**src/rtl/mips32_mem_arbiter.sv**
```systemverilog
// Arbiter sharing one unified word memory between the IF fetch port and the MEM load/store port.
// Define MIPS_ARB_RR_EN for round-robin arbitration; default is data priority with anti-starvation.
module mips32_mem_arbiter #(
    parameter int unsigned AW         = 10,
    parameter int unsigned MEM_LAT    = 1,
    parameter int unsigned STARVE_MAX = 4
) (
    input  logic          i_clk,
    input  logic          i_rst,
    input  logic          i_if_req,
    input  logic [AW-1:0] i_if_addr,
    output logic          o_if_gnt,
    output logic          o_if_rvalid,
    output logic [31:0]   o_if_rdata,
    input  logic          i_d_req,
    input  logic          i_d_we,
    input  logic [AW-1:0] i_d_addr,
    input  logic [31:0]   i_d_wdata,
    output logic          o_d_gnt,
    output logic          o_d_rvalid,
    output logic [31:0]   o_d_rdata,
    input  logic          i_halted,
    output logic          o_stall_if,
    output logic          o_halt_done,
    output logic          o_mem_en,
    output logic          o_mem_we,
    output logic [AW-1:0] o_mem_addr,
    output logic [31:0]   o_mem_wdata,
    input  logic [31:0]   i_mem_rdata
);

    typedef enum logic [1:0] {StRun, StDrain, StHalt} state_e;

    typedef struct packed {
        logic valid;
        logic owner_d;
        logic we;
    } tag_t;

    state_e r_state;
    state_e w_state_next;
    tag_t   r_tag [MEM_LAT];
    tag_t   w_tag_in;
    tag_t   w_tag_out;
    logic   w_if_gnt;
    logic   w_d_gnt;
    logic   w_fetch_first;
    logic   w_pipe_busy;

`ifdef MIPS_ARB_RR_EN
    logic r_last_d;

    assign w_fetch_first = r_last_d;

    // Last-winner flag starts at "data" so fetch takes the first tie.
    always_ff @(posedge i_clk or posedge i_rst) begin
        if (i_rst) begin
            r_last_d <= 1'b1;
        end else if (w_if_gnt || w_d_gnt) begin
            r_last_d <= w_d_gnt;
        end
    end
`else
    localparam int unsigned CntW = $clog2(STARVE_MAX + 1);

    logic [CntW-1:0] r_starve;
    logic [CntW-1:0] w_starve_next;
    logic            w_starve_full;

    assign w_starve_full = (r_starve == CntW'(STARVE_MAX));
    assign w_fetch_first = w_starve_full;

    always_comb begin
        w_starve_next = '0;
        if (i_if_req && !w_if_gnt) begin
            w_starve_next = w_starve_full ? r_starve : r_starve + 1'b1;
        end
    end

    always_ff @(posedge i_clk or posedge i_rst) begin
        if (i_rst) begin
            r_starve <= '0;
        end else begin
            r_starve <= w_starve_next;
        end
    end
`endif

    // Grants drop immediately on reset, not at the next edge.
    always_comb begin
        w_if_gnt = 1'b0;
        w_d_gnt  = 1'b0;
        case (r_state)
            StRun: begin
                if (i_d_req && !(i_if_req && w_fetch_first)) begin
                    w_d_gnt = 1'b1;
                end else begin
                    w_if_gnt = i_if_req;
                end
            end
            StDrain: w_d_gnt = i_d_req;
            default: ;
        endcase
        if (i_rst) begin
            w_if_gnt = 1'b0;
            w_d_gnt  = 1'b0;
        end
    end

    // Busy means a tag survives past this edge; the exiting tag is answered this cycle.
    always_comb begin
        w_pipe_busy = 1'b0;
        for (int i = 0; i < int'(MEM_LAT) - 1; i++) begin
            w_pipe_busy = w_pipe_busy | r_tag[i].valid;
        end
    end

    always_comb begin
        w_state_next = r_state;
        case (r_state)
            StRun:   if (i_halted) w_state_next = StDrain;
            StDrain: if (!w_pipe_busy && !i_d_req) w_state_next = StHalt;
            default: ;
        endcase
    end

    always_ff @(posedge i_clk or posedge i_rst) begin
        if (i_rst) begin
            r_state <= StRun;
        end else begin
            r_state <= w_state_next;
        end
    end

    always_comb begin
        w_tag_in         = '0;
        w_tag_in.valid   = w_if_gnt | w_d_gnt;
        w_tag_in.owner_d = w_d_gnt;
        w_tag_in.we      = w_d_gnt & i_d_we;
    end

    always_ff @(posedge i_clk or posedge i_rst) begin
        if (i_rst) begin
            for (int i = 0; i < int'(MEM_LAT); i++) begin
                r_tag[i] <= '0;
            end
        end else begin
            r_tag[0] <= w_tag_in;
            for (int i = 1; i < int'(MEM_LAT); i++) begin
                r_tag[i] <= r_tag[i-1];
            end
        end
    end

    assign w_tag_out = r_tag[MEM_LAT-1];

    assign o_if_gnt    = w_if_gnt;
    assign o_d_gnt     = w_d_gnt;
    assign o_stall_if  = i_if_req & ~w_if_gnt;
    assign o_halt_done = (r_state == StHalt);

    assign o_mem_en    = w_if_gnt | w_d_gnt;
    assign o_mem_we    = w_d_gnt & i_d_we;
    assign o_mem_addr  = w_d_gnt ? i_d_addr : (w_if_gnt ? i_if_addr : '0);
    assign o_mem_wdata = (w_d_gnt && i_d_we) ? i_d_wdata : '0;

    assign o_if_rvalid = w_tag_out.valid & ~w_tag_out.owner_d;
    assign o_d_rvalid  = w_tag_out.valid & w_tag_out.owner_d;
    assign o_if_rdata  = o_if_rvalid ? i_mem_rdata : '0;
    assign o_d_rdata   = (o_d_rvalid && !w_tag_out.we) ? i_mem_rdata : '0;

endmodule
```
**config.mk**
```make
export PLATFORM = sky130hd
export DESIGN_NAME = mips32_mem_arbiter
export DESIGN_NICKNAME = d
export VERILOG_FILES = /design/src/rtl/mips32_mem_arbiter.sv
export SDC_FILE = /design/constraint.sdc
export NUM_CORES = 1
export LEC_CHECK = 0
export BUFFER_PORTS_ARGS = -buffer_cell sky130_fd_sc_hd__buf_2
export CAP_MARGIN = 0
export CORE_AREA = 2 2 79 81
export DETAILED_ROUTE_END_ITERATION = 8
export DIE_AREA = 0 0 81 83
export GPL_TIMING_DRIVEN = 0
export PLACE_DENSITY = 0.66
export SETUP_SLACK_MARGIN = 0.02
export SLEW_MARGIN = 0
export SYNTH_ARGS = -nofsm -noshare
export SYNTH_HDL_FRONTEND = slang
export SYNTH_SLANG_ARGS = --single-unit
```
**constraint.sdc**
```tcl
create_clock -name i_clk -period 2.7 [get_ports i_clk]
set_clock_uncertainty 0.15 [all_clocks]
set_input_delay 0.27 -clock i_clk [delete_from_list [all_inputs] [get_ports i_clk]]
set_output_delay 0.27 -clock i_clk [all_outputs]
set_load 0.1 [all_outputs]
```
==> metrics.txt <==
Nets 461; Initial Utilization 20.3%; Slew Viols, Final 0; status finished clean; ys flop type dfrtp_1; Die Height around 83 um; reg2reg start r_starve[0]$_DFFE_PP0P_; Final Critical Period between 2 and 3 ns; share of cells above drive strength 1 71.4%; post-route ant nets 0; initial antenna violation count 0; Die Wd 81 um; DRT iter0 DRCs 16; clock tree sinks 8; Root Driver clkbuf_8; Critical Path AT 2.14 ns; Avg WL per Cell ~12 um; most frequent cells after synthesis and2_1, a22o_2, clkbuf_1; largest net degree at the start of global routing 12; vias in the first global route 1640; CTS Buf Count 3; reg2reg setup slack 1.03 ns; CP Launch Type flip-flop; Die ar. about 6700 um2; Yosys top cell area share 51.4%; top cells by area, synth and2_1, dfrtp_1, a22o_2, clkbuf_1, ha_1; WP buf/inv 3; utilization after layout around 42%; IO buf count around 200; setup violators final 0; antenna cells 0; actual slew at the worst max-slew pin 0.523 ns; VDD IR-drop max 0.000279 V; worst path cell trace inv_1 > ha_1 > nand4b_1 > and4_1 > clkbuf_1 > and2_1 > clkbuf_4; clock tree from TritonCTS done; H-tree Lvls 1; asr flop ratio synth 100%; Clk pin slew, worst setup/hold paths 0.04 ns; detailed-route DRC error count 0; stages on the worst setup path 7; max-cap violations 0; dpl cell area between 2000 and 2500 um2; # rows 28; Achievable Freq 390 MHz; Critical path origin r_starve[0]$_DFFE_PP0P_; detailed placement HPWL 4390 um; mean area per synthesized cell ~7.4 um2; Setup crit end o_mem_wdata[19]; Syn Nets around 250; worst hold path type in -> reg; Via density 4.19; Cell Pwr Density approximately 180 nW/um2; worst-path fanout max 10; Synth area leader and2_1; RR Endpoint r_tag[2]$_DFF_PP0_; crit-path max cell delay roughly 0.34 ns; Crit path required time 2.28 ns; Worst slew margin roughly two thirds; RSZ-0062 raised after global routing true; DRT Wirelength 5140 um; Yosys warnings 0; Final GP Congestion 0.736; count leader, synth and2_1; CP top delay family buffers and inverters; cell total after placement ~440; LEAKAGE 0.00159 uW; kind of end point of the critical path primary output; GR Overflow Total 0; Mapped Area 1180 um2; register bit total from synthesis 8; post-synthesis sequential area ratio 16.9%; final-report hold violation count 0; GR Util All Layers a little over an eighth; core area roughly 5800 um2; Syn Inst Count 160; Design Area, Final ~2500 um2; first-pass GRT wire length 7410 um; Clock Latency Late Sink approximately 0.22 ns; Initial DRT Pass Iterations 4; io pins 204; synthesis-to-finish area growth 109%; Crit-path slowest cell dfrtp_1; critical path class reg -> out; via count 1852; reg2reg path depth 5; Synth cell types 24; Final TNS setup 0 ns; fin crit share 94.9%; Cell Count, Final, Fillers Out 442; clock buffer depth 2; Post-synth EDFFs 0
[layout by cell type (no fill, tap or decap), drive strengths merged]
cell	count
buf	176
and2	97
clkbuf	41
a22o	10
dfrtp	8
inv	6
nand3	4
nor2	4
nor2b	2
o21ai	2
o32ai	2
ha	2
a21oi	2
a21o	1
nand4b	1
and3	1
and4	1
or4b	1
or2	1
nand2	1
nand3b	1
nor3	1
a31oi	1
dlygate4sd3	1
[layout make-up]
class / instances / area [um2]
clock buffer: 3 / 41.3
timing repair buffer: 204 / 1100
inverter: 6 / 22.5
buffer: 11 / 58.8
multi-input combinational: 135 / 952
sequential: 8 / 200
fill: 614 / 3350
tap: 75 / 93.8
[worst min path at each step]
stage	endpoint	slack, ns	cells past startpoint	start
detailed placement	r_state[1]$_DFFE_PP0P_	0.10	2	i_rst
floorplan	r_starve[0]$_DFFE_PP0P_	-0.06	1	i_rst
global placement	r_state[1]$_DFFE_PP0P_	0.1	2	i_rst
global route	r_starve[2]$_DFFE_PP0P_	0.21	3	i_if_req
CTS	r_starve[2]$_DFFE_PP0P_	0.19	3	i_if_req
finish	r_starve[2]$_DFFE_PP0P_	0.19	3	i_if_req
[sequential cells by signal, indices dropped and copies added (netlist names)]
| signal | cells |
|---|---|
| r_starve | 3 |
| r_state | 2 |
| r_tag | 3 |
[worst min-delay path: stages]
cell,delay [ns]
buf_2,0.13
o21ai_0,0.07
nor3_1,0.05
[power by group]
part | switching (uW) | internal [uW] | total [uW]
Sequential | 13.8 | 132 | 146
Clock | 41.2 | 96.1 | 137
Combinational | 97.8 | 67.8 | 166
[logic make-up (layout without fill, tap and decap cells)]
kind of cell    Yosys count  after routing  share of synthesized area [%]
flops                     8              8                           16.9
fa+ha+maj                 2              2                           2.12
simple gates            115            115                           60.5
compound gates           18             18                           13.8
buf+inv                  17            224                           6.67
[timing repair]
item / CTS / global route
hold buffers: 1 / 0
setup endpoints to repair: 0 / 29
resized for setup: 0 / 29
endpoints found under the hold margin: 8 / 0
setup buffers: 0 / 0
[metrics by stage]
stage	power (uW)	hold slack, ns	setup slack, ns
2_1_floorplan	229	-0.0643	-0.0660
3_3_place_gp	308	0.0979	0.312
3_5_place_dp	311	0.105	0.284
4_1_cts	456	0.187	0.0393
5_1_grt	479	0.215	-0.0153
6_report	449	0.193	0.137
[routing by layer]
| metal | track usage, % | vias up | part of all wire, % |
|---|---|---|---|
| met4 | 0.924 | 0 | 0.16 |
| met2 | 26.1 | 109 | 51 |
| met5 | 0 | - | 0 |
| li1 | - | 930 | - |
| met3 | 4.89 | 2 | 13 |
| met1 | 13.8 | 811 | 36 |
No activity file was read; power rests on OpenSTA's default activity.
